`src/rtl/hazard_scoreboard_pkg.sv`:
```
//==============================================================================
// Module : hazard_scoreboard_pkg
// Desc   : Shared types and forwarding helpers for the ID-stage hazard scoreboard
// Rev    : 1.0
//==============================================================================
`default_nettype none

package hazard_scoreboard_pkg;

  typedef enum logic [1:0] {
    CLS_ALU  = 2'b00,
    CLS_LOAD = 2'b01,
    CLS_MUL  = 2'b10,
    CLS_DIV  = 2'b11
  } lat_class_e;

  localparam logic [1:0] FWD_RF    = 2'b00;
  localparam logic [1:0] FWD_EXMEM = 2'b01;
  localparam logic [1:0] FWD_MEMWB = 2'b10;

  // Widest supported age field; entries zero-extend their local age into it.
  localparam int SB_AGE_W = 8;

  typedef struct packed {
    logic [SB_AGE_W-1:0] age;
    logic [1:0]          rdy;
  } sb_entry_t;

  typedef struct packed {
    logic       id_valid;
    logic [4:0] id_rs1;
    logic [4:0] id_rs2;
    logic       id_use_rs1;
    logic       id_use_rs2;
    logic       id_regWrite;
    logic [4:0] id_rd;
    logic [1:0] id_class;
    logic       id_flush;
    logic       ex_kill;
  } sb_in_t;

  typedef struct packed {
    logic        stall;
    logic [1:0]  forwA;
    logic [1:0]  forwB;
    logic [31:0] busy_vec;
    logic [31:0] stall_cnt;
  } sb_out_t;

  function automatic logic [1:0] fwd_sel(input sb_entry_t e);
    if (e.age == SB_AGE_W'(2))      return FWD_EXMEM;
    else if (e.age == SB_AGE_W'(1)) return FWD_MEMWB;
    else                            return FWD_RF;
  endfunction

  function automatic logic src_hazard(input sb_entry_t e);
    return e.age > SB_AGE_W'(e.rdy);
  endfunction

endpackage

`default_nettype wire

```
`src/rtl/hazard_scoreboard_sb_entry.sv`:
```
//==============================================================================
// Module : sb_entry
// Desc   : One scoreboard slot: result age and forwardable-from point
// Rev    : 1.0
//==============================================================================
`default_nettype none

module sb_entry
  import hazard_scoreboard_pkg::*;
#(
  parameter int AGE_W = 4
) (
  input  logic             clk,
  input  logic             rst,
  input  logic             load,
  input  logic [AGE_W-1:0] load_age,
  input  logic [1:0]       load_rdy,
  input  logic             kill,
  output sb_entry_t        entry
);

  logic [AGE_W-1:0] r_age;
  logic [1:0]       r_rdy;

  // A new writer owns the slot even when a kill targets it in the same cycle.
  always_ff @(posedge clk or posedge rst) begin
    if (rst) begin
      r_age <= '0;
      r_rdy <= '0;
    end else if (load) begin
      r_age <= load_age;
      r_rdy <= load_rdy;
    end else if (kill) begin
      r_age <= '0;
    end else if (r_age != '0) begin
      r_age <= r_age - AGE_W'(1);
    end
  end

  assign entry.age = SB_AGE_W'(r_age);
  assign entry.rdy = r_rdy;

endmodule

`default_nettype wire

```
`src/rtl/hazard_scoreboard.sv`:
```
//==============================================================================
// Module : hazard_scoreboard
// Desc   : ID-stage stall/forwarding unit with per-register result scoreboard
// Rev    : 1.0
//==============================================================================
`default_nettype none

module hazard_scoreboard
  import hazard_scoreboard_pkg::*;
#(
  parameter int NUM_REGS = 32,
  parameter int REG_AW   = 5,
  parameter int MUL_LAT  = 3,
  parameter int DIV_LAT  = 8,
  parameter int CNT_W    = 32
) (
  input  logic                clk,
  input  logic                rst,
  input  logic                id_valid,
  input  logic [REG_AW-1:0]   id_rs1,
  input  logic [REG_AW-1:0]   id_rs2,
  input  logic                id_use_rs1,
  input  logic                id_use_rs2,
  input  logic                id_regWrite,
  input  logic [REG_AW-1:0]   id_rd,
  input  logic [1:0]          id_class,
  input  logic                id_flush,
  input  logic                ex_kill,
  output logic                stall,
  output logic [1:0]          forwA,
  output logic [1:0]          forwB,
  output logic [NUM_REGS-1:0] busy_vec,
  output logic [CNT_W-1:0]    stall_cnt
);

  localparam int c_max_lat = (MUL_LAT > DIV_LAT) ? MUL_LAT : DIV_LAT;
  localparam int c_age_w   = $clog2(c_max_lat + 2);

  lat_class_e         w_cls;
  logic [c_age_w-1:0] w_a0;
  logic [c_age_w-1:0] w_hold_ld;
  logic [1:0]         w_rdy_ld;
  logic               w_issue, w_wr, w_kill;
  logic               w_chk1, w_chk2, w_haz1, w_haz2;
  sb_entry_t          w_entry [NUM_REGS];
  sb_entry_t          w_src1, w_src2;

  logic [c_age_w-1:0] r_ex_hold;
  logic               r_last_valid;
  logic [REG_AW-1:0]  r_last_rd;
  lat_class_e         r_last_class;
  logic [CNT_W-1:0]   r_stall_cnt;

  assign w_cls = lat_class_e'(id_class);

  always_comb begin
    w_a0      = c_age_w'(2);
    w_rdy_ld  = 2'd2;
    w_hold_ld = '0;
    case (w_cls)
      CLS_LOAD: w_rdy_ld = 2'd1;
      CLS_MUL: begin
        w_a0      = c_age_w'(MUL_LAT + 1);
        w_hold_ld = c_age_w'(MUL_LAT - 1);
      end
      CLS_DIV: begin
        w_a0      = c_age_w'(DIV_LAT + 1);
        w_hold_ld = c_age_w'(DIV_LAT - 1);
      end
      default: ;
    endcase
  end

  assign w_src1 = w_entry[id_rs1];
  assign w_src2 = w_entry[id_rs2];
  assign w_chk1 = id_use_rs1 & (id_rs1 != '0);
  assign w_chk2 = id_use_rs2 & (id_rs2 != '0);
  assign w_haz1 = w_chk1 & src_hazard(w_src1);
  assign w_haz2 = w_chk2 & src_hazard(w_src2);
  assign forwA  = w_chk1 ? fwd_sel(w_src1) : FWD_RF;
  assign forwB  = w_chk2 ? fwd_sel(w_src2) : FWD_RF;

  assign stall   = id_valid & (w_haz1 | w_haz2 | (r_ex_hold != '0));
  assign w_issue = id_valid & ~stall & ~id_flush;
  assign w_wr    = w_issue & id_regWrite & (id_rd != '0);
  assign w_kill  = ex_kill & r_last_valid;

  assign w_entry[0]  = '0;
  assign busy_vec[0] = 1'b0;

  for (genvar r = 1; r < NUM_REGS; r++) begin : g_entry
    sb_entry #(
      .AGE_W(c_age_w)
    ) u_entry (
      .clk     (clk),
      .rst     (rst),
      .load    (w_wr & (id_rd == REG_AW'(r))),
      .load_age(w_a0),
      .load_rdy(w_rdy_ld),
      .kill    (w_kill & (r_last_rd == REG_AW'(r))),
      .entry   (w_entry[r])
    );
    assign busy_vec[r] = (w_entry[r].age != '0);
  end

  // Issue only happens with ex_hold already at zero, so issue may simply reload it.
  always_ff @(posedge clk or posedge rst) begin
    if (rst) begin
      r_ex_hold    <= '0;
      r_last_valid <= 1'b0;
      r_last_rd    <= '0;
      r_last_class <= CLS_ALU;
      r_stall_cnt  <= '0;
    end else begin
      if (w_issue)
        r_ex_hold <= w_hold_ld;
      else if (w_kill && (r_last_class == CLS_MUL || r_last_class == CLS_DIV))
        r_ex_hold <= '0;
      else if (r_ex_hold != '0)
        r_ex_hold <= r_ex_hold - c_age_w'(1);

      r_last_valid <= w_issue;
      r_last_rd    <= id_regWrite ? id_rd : '0;
      r_last_class <= w_cls;

      if (stall && !(&r_stall_cnt))
        r_stall_cnt <= r_stall_cnt + CNT_W'(1);
    end
  end

  assign stall_cnt = r_stall_cnt;

endmodule

`default_nettype wire
```
`config.mk`:
```
export PLATFORM = sky130hd
export DESIGN_NAME = hazard_scoreboard
export DESIGN_NICKNAME = d
export VERILOG_FILES = /design/src/rtl/hazard_scoreboard_pkg.sv /design/src/rtl/hazard_scoreboard_sb_entry.sv /design/src/rtl/hazard_scoreboard.sv
export SDC_FILE = /design/constraint.sdc
export NUM_CORES = 1
export LEC_CHECK = 0
export CORE_MARGIN = 4
export CORE_UTILIZATION = 50
export DETAILED_ROUTE_END_ITERATION = 8
export PLACE_DENSITY = 0.69
export SLEW_MARGIN = 20
export SYNTH_ARGS = -nofsm -noshare
export SYNTH_HDL_FRONTEND = slang
export SYNTH_SLANG_ARGS = --single-unit
```
`constraint.sdc`:
```
create_clock -name clk -period 8.6 [get_ports clk]
set_input_delay 1.72 -clock clk [delete_from_list [all_inputs] [get_ports clk]]
set_output_delay 1.72 -clock clk [all_outputs]
set_load 0.02 [all_outputs]
```
; After elaboration in Yosys (flattened, before gate mapping)
; Cells that the tools add are included.
[classes]
add_sub_neg = 33
n_lt_le_gt_ge = 4
eq_ne = 71
muxes = 112
n_bitwise = 78
reduce_logical = 103
[op_table]
columns = operator, count
row1 = 4-bit 2-to-1 mux, 96
row2 = 8-bit nonzero test, 31
row3 = 5-bit equality test (second input constant), 32
row4 = 4-bit nonzero test, 32
row5 = 4-bit by 1-bit subtractor with 4-bit output (second input constant), 32
row6 = 10-bit binary-select mux with 5-bit select, 2
row7 = 3-bit nonzero test, 32
row8 = 5-bit by 4-bit equality test with 1-bit output (second input constant), 16
row9 = 1-bit bitwise AND, 72
row10 = 5-bit by 3-bit equality test with 1-bit output (second input constant), 8
row11 = 10-bit 2-to-1 mux, 4
row12 = 32-bit by 1-bit adder with 32-bit output (second input constant), 1
row13 = 32-bit AND reduction, 1
row14 = 5-bit by 2-bit equality test with 1-bit output (second input constant), 4
row15 = 8-bit by 1-bit equality test with 1-bit output (second input constant), 2
row16 = 8-bit by 2-bit equality test with 1-bit output (second input constant), 2
row17 = 8-bit by 2-bit > comparator with 1-bit output, 2
row18 = 5-bit nonzero test, 3
row19 = 2-bit 2-to-1 mux, 7
row20 = 6-bit greater-or-equal comparator (second input constant), 2
row21 = 5-bit inverter with 6-bit output, 2
row22 = 5-bit by 1-bit equality test with 1-bit output (second input constant), 2
row23 = 2-bit equality test (second input constant), 4
row24 = 4-bit one-hot mux with 2 select lines, 1
row25 = other kinds (8), 11
[word_totals]
regBits = 230
input_bits = 25
output_inout_bits = 69
wordCells = 468

; Logic depth before layout (Yosys ltp)
; Gate-level depths: netlist of the first run.
[depth]
depth_word = 16
ltp_mapped = 19
mapped_depth_nobuf = 13

; Cells and area by module
; Synthesis of the first run repeated with hierarchy kept, for this count alone.
[unflattened]
cells_unflattened = 1805
area_unflattened_um2 = 18144.9
[by_module_without_submodules]
columns = module, n_inst, cells_each, area_each_um2, seq_area_each_um2
row1 = sb_entry, 31, 34, 367.9, 150.1
row2 = hazard_scoreboard, 1, 751, 6741.5, 1076.0

; Worst setup path after synthesis of the first run
; Ideal clock, no wire load.
[synth_timing]
path_kind = in2out
from = input id_rs1[0]
to = output stall
arrival_ns = 5.558
required_time_ns = 6.880
path_slack_ns = 1.322
stages = 16
path_buffers = 7
cell_sequence = buf_6 > buf_4 > buf_1 > clkbuf_1 > mux4_2 > mux4_2 > mux2i_1 > ha_1 > a21oi_1 > a21oi_1 > o31ai_1 > and3_1 > buf_2 > buf_6 > buf_6 > nor2b_1
[synth_via]
elab_chain_len = 9
word_cells_on_any_way = 11
classes_between = order compare (1) / mux (3) / bitwise (6) / reduce/logical (1)
[synth_lines]
columns = item, line
row1 = "start, declared", hazard_scoreboard.sv:20  ; input logic [REG_AW-1:0] id_rs1,
row2 = 5-bit inverter with 6-bit output (not written as such), hazard_scoreboard.sv:74  ; assign w_src1 = w_entry[id_rs1];
row3 = 10-bit binary-select mux with 5-bit select, hazard_scoreboard.sv:74
row4 = 10-bit 2-to-1 mux (not written as such) (2 in series), hazard_scoreboard.sv:74
row5 = 8-bit by 2-bit > comparator with 1-bit output, hazard_scoreboard_pkg.sv:57  ; return e.age > SB_AGE_W'(e.rdy);
row6 = 1-bit bitwise AND (*), hazard_scoreboard.sv:78  ; assign w_haz1 = w_chk1 & src_hazard(w_src1);
row7 = 1-bit bitwise OR (*) (2 in series), hazard_scoreboard.sv:83  ; assign stall = id_valid & (w_haz1 | w_haz2 | (r_ex_hold != '0));
row8 = 1-bit bitwise AND (*), hazard_scoreboard.sv:83
row9 = "end, declared", hazard_scoreboard.sv:29  ; output logic stall,
; Every way passes the cells marked *; elsewhere a longest branch is shown, timed or not. The select of a mux whose other input is x is not followed.

; Final worst setup path of the first run
[layout_timing]
from = input id_rs2[0]
to = output stall
[layout_via]
elab_chain_len = 9
word_cells_on_any_way = 11
classes_between = order compare (1) / mux (3) / bitwise (6) / reduce/logical (1)
[layout_lines]
columns = item, line
row1 = "start, declared", hazard_scoreboard.sv:21  ; input logic [REG_AW-1:0] id_rs2,
row2 = 5-bit inverter with 6-bit output (not written as such), hazard_scoreboard.sv:75  ; assign w_src2 = w_entry[id_rs2];
row3 = 10-bit binary-select mux with 5-bit select, hazard_scoreboard.sv:75
row4 = 10-bit 2-to-1 mux (not written as such) (2 in series), hazard_scoreboard.sv:75
row5 = 8-bit by 2-bit > comparator with 1-bit output, hazard_scoreboard_pkg.sv:57
row6 = 1-bit bitwise AND (*), hazard_scoreboard.sv:79  ; assign w_haz2 = w_chk2 & src_hazard(w_src2);
row7 = 1-bit bitwise OR (*) (2 in series), hazard_scoreboard.sv:83
row8 = 1-bit bitwise AND (*), hazard_scoreboard.sv:83
; Marks and branches as above.

==> run metrics, run 1 <==
Layout area overhead 14.2%; antenna fix cells 0; CP startpoint kind input pin; CTS tree yes; final hold vios 0; Chip Width 182 um; clock skew 0.0144 ns; Design Power 5400 uW; Sw Ratio 0.393; critical path's top delay family buffers and inverters; Netlist cell types 54; Initial Util 0.509; H-tree depth 1; Final ANT Viol Nets 0; CTS sink count 229; area of the multi-input gates 0.00888 sq mm; postcts setup bufs 0; top post-synthesis cells by area dfrtp_1, mux4_2, mux2i_1; LEAKAGE 0.00887 uW; Crit Path Category input pin to output pin; Vias 11.5k; GPL Wtd Cong 0.926; vias in the first global route 11.4k; Rel. slew slack 0.241; Final period util 0.871; Tot GR Track Use 0.254; first-pass GRT wire length 66.6 mm; Synth Cell Area 0.0152 sq mm; Avg WL per Cell 23.2 um; Seq pwr share 0.349; RSZ-0062 raised after global routing no; Syn. warnings 0; max-cap violations 0; Placement Rows 63; Iter 0 DRT Violations 1,125; peak supply drop 0.160 mV; Total Neg Setup Slack 0 ns; Critical path buffers and inverters 4; Async SR Flop Fraction 1.00; CTS root buf clkbuf_16; DRC errors left 0; die span in y 182 um; synthesis-stage register bit count 229; CP arrival 5.77 ns; most frequent cell after synthesis dfrtp_1; storage element area 0.00573 sq mm; detailed placer's ending HPWL 30.5 mm; Main synth FF type dfrtp_1; filler instances 2,498; CTS Buf Count 26; sequential area share after synthesis 0.378; final WL 42.6 mm; Max Transition Viols Final 0; hold crit path type flip-flop to flip-flop; largest net degree at the start of global routing 109; P_sw 2120 uW; synthesized instance count 1,360; clock transition at the registers of the reported paths 0.06 ns; via/cell ratio 6.24; nets@finish 1,514; final setup fails 0; post-synthesis net count 1,445; commonest cells in the netlist dfrtp_1, nand2_1, mux2i_1, mux4_2, inv_1; required time worst endpoint 6.88 ns; Worst path slowest cell buf_2; EDFF count, synth 0; status complete, no violations; Least-Margin Pin Slew 1.13 ns; die area 0.0332 sq mm; IO Pins 94; clk_lat worst skew 0.54 ns; Crit path largest cell delay 0.67 ns; core area 0.0298 sq mm; Clock power frac 0.212; Max Root-Sink Buffers 3; gr ovfl total 0; Logic pwr share 0.439; Tmin final 7.49 ns; critical-path cell list buf_2 > buf_4 > mux4_2 > mux4_2 > mux2i_1 > inv_1 > ha_1 > nor2b_1 > o21ai_0 > a21o_1 > and3_2 > nor2b_1 > clkdlybuf4s50_1; share of layout cells above drive strength 1 0.149; pwr dens 312 mW/mm^2; Pint 3280 uW; antenna violations before repair 4; Synth area leader dfrtp_1; Mean Syn Cell Area 11.2 sq um; # hold bufs at CTS 0; Pre-antenna DRT Iters 5; IO buf count 92; Highest Clock Rate 134 MHz; Resize count post-CTS 0; share of the synthesized area in the top cell type 0.378; Setup crit end kind output pin; CP Max Fanout 32
## path summary, 6_finish.rpt
check | depth (start not counted) | to | start | slack (ns)
max | 13 | stall | id_rs2[0] | 1.11
min | 1 | stall_cnt[16] | stall_cnt[16] | 0.49
max reg2reg | 11 | g_entry[18].u_entry.r_rdy[1] | g_entry[22].u_entry.r_age[1] | 3.81
min reg2reg | 1 | stall_cnt[16] | stall_cnt[16] | 0.49
max in group asynchronous | 3 | g_entry[22].u_entry.r_age[2] | rst | 5.44
min in group asynchronous | 2 | g_entry[10].u_entry.r_age[2] | rst | 1.72
## logic make-up after synthesis
logic type | share of synthesized area
AOI/OAI and AO/OA | 0.0399
muxes | 0.257
and+or+nand+nor | 0.165
xor gates and xnor gates | 0.0716
adders and majority gates | 0.0495
buffers and inverters | 0.0396
DFF | 0.378
other | 0.000247
## power by group through the flow
stage	combinational (uW)	clock, uW	sequential (uW)
after CTS	2380	1160	1870
after detailed placement	2350	0	1880
after global routing	2650	1210	1920
after floorplan	1820	0	1720
final	2370	1140	1880
after global placement	2260	0	1880
## metrics by stage
step                      std cells  hold WS (ns)   util  setup WS (ns)  cell area [sq um]
after floorplan                1360         0.476      -          0.604              15200
after global placement         1791         0.476  0.551           1.13              16400
after detailed placement       1791         0.485  0.551           1.14              16400
after CTS                      1838         0.495  0.581           1.09              17300
after global routing           1838         0.522  0.581          0.829              17300
final                          1838         0.494  0.581           1.11              17300
## sequential cells by signal, indices dropped and copies added (netlist names)
register / cells
r_last_valid: 1
g_entry.u_entry.r_rdy: 62
r_ex_hold: 4
g_entry.u_entry.r_age: 124
r_last_class: 1
r_last_rd: 5
stall_cnt: 32
## final cells by class
class,count,area share
clock buffers,41,0.0484
clock inverters,6,0.00340
inverters,73,0.0163
multi-input cells,988,0.513
flip-flops and latches,229,0.331
well taps,390,0.0282
repair buffers,111,0.0604
## per-layer routing
metal / wire, um / global-route usage
met5: 45 / 0
met4: 1370 / 0.0727
met3: 3550 / 0.0514
met2: 19300 / 0.398
met1: 18300 / 0.362
## layout by cell type, fill, tap and decap left out, types with 7 or more instances in the layout
| cell | netlist | final |
|---|---|---|
| mux2_2 | 34 | 34 |
| and2_1 | 8 | 8 |
| inv_1 | 72 | 71 |
| and3_1 | 17 | 16 |
| xor2_1 | 61 | 61 |
| nor2_1 | 45 | 45 |
| nand4_4 | 8 | 8 |
| nand4_1 | 17 | 17 |
| mux2_1 | 36 | 36 |
| mux4_2 | 78 | 78 |
| nor3b_1 | 8 | 8 |
| nand4b_4 | 10 | 10 |
| nor2b_1 | 12 | 11 |
| clkdlybuf4s50_1 | 0 | 86 |
| nand3_1 | 69 | 69 |
| nor3_1 | 49 | 48 |
| nand2_1 | 156 | 155 |
| nand4bb_1 | 7 | 7 |
| mux2i_1 | 135 | 135 |
| ha_1 | 60 | 60 |
| buf_4 | 3 | 18 |
| clkbuf_16 | 0 | 27 |
| o21ai_0 | 13 | 13 |
| dfrtp_1 | 229 | 229 |
| xnor2_1 | 63 | 63 |
| o211ai_1 | 30 | 30 |
| nand2b_1 | 9 | 9 |
| clkbuf_8 | 0 | 11 |
Note: power is estimated with default switching activity, not from simulation.
==> inputs of run 2 (changes only) <==
--- a/config.mk
+++ b/config.mk
@@ -6,9 +6,9 @@
 export NUM_CORES = 1
 export LEC_CHECK = 0
 export CORE_MARGIN = 4
-export CORE_UTILIZATION = 50
+export CORE_UTILIZATION = 61
 export DETAILED_ROUTE_END_ITERATION = 8
-export PLACE_DENSITY = 0.69
+export PLACE_DENSITY = 0.82
 export SLEW_MARGIN = 20
 export SYNTH_ARGS = -nofsm -noshare
 export SYNTH_HDL_FRONTEND = slang
==> run metrics, run 2 (synthesized netlist as in run 1, its figures left out) <==
status complete, no violations; min-delay src stall_cnt[19]; RSZ-0062 raised after global routing no; Critical path buffers and inverters 3; vias in the first global route 11.7k; Max Root-Sink Buffers 3; first-pass GRT wire length 65.8 mm; clk_lat worst skew 0.53 ns; GPL Wtd Cong 0.977; H-tree depth 1; Crit path largest cell delay 0.74 ns; CTS sink count 229; share of layout cells above drive strength 1 0.142; Pre-antenna DRT Iters 5; clock skew 0.0150 ns; Tmin final 7.43 ns; CP startpoint kind input pin; die span in y 166 um; max reg flops 124; Layout area overhead 13.0%; Worst path slowest cell buf_2; clock transition at the registers of the reported paths 0.06 ns; largest net degree at the start of global routing 145; Least-Margin Pin Slew 1.14 ns; Highest Clock Rate 135 MHz; Vias 11.6k; gr ovfl total 0; Non-Filler Instances 1,763; max-cap violations 0; Setup crit end kind output pin; via/cell ratio 6.56; die area 0.0275 sq mm; most common cell after layout, fill and taps aside dfrtp_1; CTS tree yes; core area 0.0244 sq mm; pwr dens 314 mW/mm^2; Inst Count DP 1,718; nets@finish 1,507; Final ANT Viol Nets 0; Final period util 0.864; DRC errors left 0; IO Pins 94; Total Neg Setup Slack 0 ns; postcts setup bufs 0; CTS Buf Count 25; peak supply drop 0.204 mV; LEAKAGE 0.00880 uW; Placement Rows 57; CP startpoint id_rs2[0]; final setup fails 0; antenna violations before repair 1; Reg-to-Reg Start g_entry[27].u_entry.r_age[1]; IO buf count 92; CTS root buf clkbuf_16; largest register by flop count g_entry.u_entry.r_age; Iter 0 DRT Violations 1,404; Initial Util 0.622; final hold vios 0; most frequent cells in the layout dfrtp_1, nand2_1, mux2i_1, clkdlybuf4s50_1, mux4_2; Tot GR Track Use 0.298; antenna fix cells 0; filler instances 1,720; Rel. slew slack 0.231; CP arrival 5.71 ns; CP Max Fanout 34; Crit Path Category input pin to output pin; Avg WL per Cell 23.4 um; required time worst endpoint 6.88 ns; final WL 41.2 mm; Resize count post-CTS 0; most used cell, CP mux4_2; detailed placer's ending HPWL 29.5 mm; hold crit path type flip-flop to flip-flop; Max Transition Viols Final 0; critical path's top delay family buffers and inverters; Chip Width 166 um; critical-path cell list buf_2 > buf_4 > mux4_2 > mux4_2 > mux2_2 > ha_1 > nand2_1 > o21ai_0 > a21o_1 > and3_2 > nor2b_1 > clkdlybuf4s50_1; # hold bufs at CTS 0
run 2: changes by cell type in the layout (fill, tap and decap cells not counted), moves of 2 or more:
cell       delta
clkinv_2      -2
buf_4         -6
clkbuf_1      +2
clkbuf_8      -3
clkbuf_16     -2
run 2: cell type report:
type,count,area (sq um),area share
well taps,324,405,0.0236
repair buffers,105,1010,0.0592
clock inverters,6,86.3,0.00504
flip-flops and latches,229,5730,0.334
inverters,73,282,0.0164
multi-input cells,988,8870,0.517
clock buffers,38,754,0.0440
run 2: worst paths after layout:
kind	to	slack (ns)	cells past startpoint
hold reg to reg	stall_cnt[19]	0.49	1
setup reg to reg	g_entry[4].u_entry.r_rdy[1]	3.69	11
min in group asynchronous	r_ex_hold[2]	1.63	2
hold / removal	stall_cnt[19]	0.49	1
setup / recovery	stall	1.17	12
max in group asynchronous	g_entry[21].u_entry.r_age[2]	5.81	3
run 2: where the power goes:
| part | total, uW | internal [uW] | switching (uW) |
|---|---|---|---|
| Combinational | 2390 | 1150 | 1240 |
| Sequential | 1890 | 1440 | 451 |
| Clock | 1110 | 662 | 446 |
| Total | 5380 | 3250 | 2140 |
run 2: layer usage:
layer  vias to the layer above  GRT usage  part of all wire
li1                       5071          -                 -
met1                      5791      0.410              0.39
met2                       564      0.473              0.47
met3                       130     0.0751              0.10
met4                         2     0.0918             0.037
met5                         -          0           0.00032
run 2: through the flow:
| step | total power, uW | instance area, sq um | setup slack, ns | utilization | hold slack (ns) |
|---|---|---|---|---|---|
| 2_1_floorplan | 3540 | 15200 | 0.604 | - | 0.476 |
| 3_3_place_gp | 4110 | 16300 | 1.06 | 0.667 | 0.475 |
| 3_5_place_dp | 4230 | 16300 | 0.967 | 0.667 | 0.484 |
| 4_1_cts | 5370 | 17100 | 0.875 | 0.701 | 0.492 |
| 5_1_grt | 5750 | 17100 | 0.986 | 0.703 | 0.515 |
| 6_report | 5380 | 17100 | 1.17 | 0.703 | 0.490 |
==> inputs of run 3 (changes only) <==
--- a/config.mk
+++ b/config.mk
@@ -6,9 +6,8 @@
 export NUM_CORES = 1
 export LEC_CHECK = 0
 export CORE_MARGIN = 4
-export CORE_UTILIZATION = 61
+export CORE_UTILIZATION = 45
 export DETAILED_ROUTE_END_ITERATION = 8
-export PLACE_DENSITY = 0.82
 export SLEW_MARGIN = 20
 export SYNTH_ARGS = -nofsm -noshare
 export SYNTH_HDL_FRONTEND = slang
==> run metrics, run 3 (synthesized netlist as in run 1, its figures left out) <==
via/cell ratio 5.92; LEAKAGE 0.00886 uW; Vias 11.2k; die span in y 192 um; IO Pins 94; Highest Clock Rate 135 MHz; Final period util 0.861; clock transition at the registers of the reported paths 0.06 ns; CTS tree yes; filler instances 3,009; Max Root-Sink Buffers 3; Resize count post-CTS 0; die area 0.0367 sq mm; Layout area overhead 14.6%; IO buf count 92; first-pass GRT wire length 67.5 mm; Iter 0 DRT Violations 939; Initial Util 0.462; Avg WL per Cell 23.0 um; most frequent cells in the layout dfrtp_1, nand2_1, mux2i_1, clkdlybuf4s50_1, mux4_2; Worst path slowest cell buf_2; RSZ-0062 raised after global routing no; Worst Hold Endpoint stall_cnt[8]; CTS Buf Count 26; Crit Path Category input pin to output pin; DRC errors left 0; final setup fails 0; H-tree depth 1; worst setup margin 1.20 ns; Crit path largest cell delay 0.73 ns; Max Transition Viols Final 0; gr ovfl total 0; Tot GR Track Use 0.239; max reg flops 124; most used cell, CP mux4_2; nets@finish 1,510; WHS Path Cells 1; CTS sink count 229; # hold bufs at CTS 0; Worst R2R Setup Slack 3.87 ns; Chip Width 192 um; Total Neg Setup Slack 0 ns; antenna fix cells 0; share of layout cells above drive strength 1 0.148; max-cap violations 0; clk_lat worst skew 0.54 ns; CTS root buf clkbuf_16; cell area after placement 0.0165 sq mm; final hold vios 0; required time worst endpoint 6.88 ns; status complete, no violations; core area 0.0329 sq mm; min-delay src stall_cnt[8]; Tmin final 7.40 ns; detailed placer's ending HPWL 30.9 mm; GPL Wtd Cong 0.934; CP Max Fanout 32; Placement Rows 66; Reg-to-Reg Start g_entry[10].u_entry.r_age[1]; antenna violations before repair 2; Rel. slew slack 0.231; Pre-antenna DRT Iters 8; final WL 43.4 mm; final instance area 0.0174 sq mm; vias in the first global route 11.2k; peak supply drop 0.194 mV; largest register by flop count g_entry.u_entry.r_age; Least-Margin Pin Slew 1.14 ns; pwr dens 312 mW/mm^2; hold crit path type flip-flop to flip-flop; critical-path cell list buf_2 > buf_4 > mux4_2 > mux4_2 > mux2_2 > ha_1 > nand2_1 > o21ai_0 > a21o_1 > and3_2 > nor2b_1 > clkdlybuf4s50_1; Inst Count DP 1,839; Finished Core Util 0.529; R2R depth 11; most common cell after layout, fill and taps aside dfrtp_1; CP startpoint kind input pin; pre-CTS setup slack 1.10 ns; Setup crit end kind output pin; largest net degree at the start of global routing 117; postcts setup bufs 0; clock skew 0.0165 ns; Reg-to-Reg End g_entry[18].u_entry.r_rdy[0]; Non-Filler Instances 1,887; CP arrival 5.68 ns; Final ANT Viol Nets 0
[run 3: cell types whose count changed in the layout (fill, tap and decap cells not counted), sizes merged]
| cell | before | now |
|---|---|---|
| buf | 19 | 21 |
| bufinv | 2 | 3 |
| clkinv | 3 | 5 |
| inv | 73 | 74 |
[run 3: per-layer routing]
layer / vias up / routed length [um] / track usage
li1: 5068 / - / -
met1: 5643 / 19900 / 0.349
met2: 378 / 19400 / 0.372
met3: 73 / 2970 / 0.0427
met4: 4 / 1130 / 0.0616
met5: - / 34 / 0
[run 3: worst max-delay path by stage]
stage	from	endpoint	slack, ns	cells after the start
after CTS	id_rs1[0]	stall	1.03	13
after floorplan	rst	g_entry[10].u_entry.r_age[0]	0.60	1
final	id_rs2[0]	stall	1.20	12
after global placement	id_rs1[0]	stall	1.07	13
after global routing	id_rs2[0]	stall	0.97	12
after detailed placement	id_rs1[0]	stall	1.10	13
[run 3: critical path, delay by kind of cell]
family	cells	cell delay [ns]
fa+ha+maj	1	0.28
buf+inv	3	1.71
simple gates	3	0.40
mux	3	1.28
compound gates	2	0.26
[run 3: metrics by stage]
stage | hold WS [ns] | total power (uW)
final | 0.491 | 5430
after global routing | 0.516 | 5860
after CTS | 0.496 | 5460
after detailed placement | 0.488 | 4230
after global placement | 0.476 | 4170
after floorplan | 0.476 | 3540
[run 3: layout make-up]
cell class / instances / area (sq um) / share of cell area
Clock buffer: 38 / 807 / 0.0464
Multi-Input combinational cell: 988 / 8870 / 0.510
Timing Repair Buffer: 107 / 1020 / 0.0586
Inverter: 73 / 282 / 0.0162
Tap cell: 442 / 553 / 0.0318
Clock inverter: 10 / 131 / 0.00755
Sequential cell: 229 / 5730 / 0.329
[run 3: power breakdown]
| group | internal (uW) | switching, uW | leakage [uW] |
|---|---|---|---|
| sequential | 1440 | 446 | 0.00292 |
| clock | 738 | 460 | 0.000466 |
| combinational | 1150 | 1210 | 0.00548 |
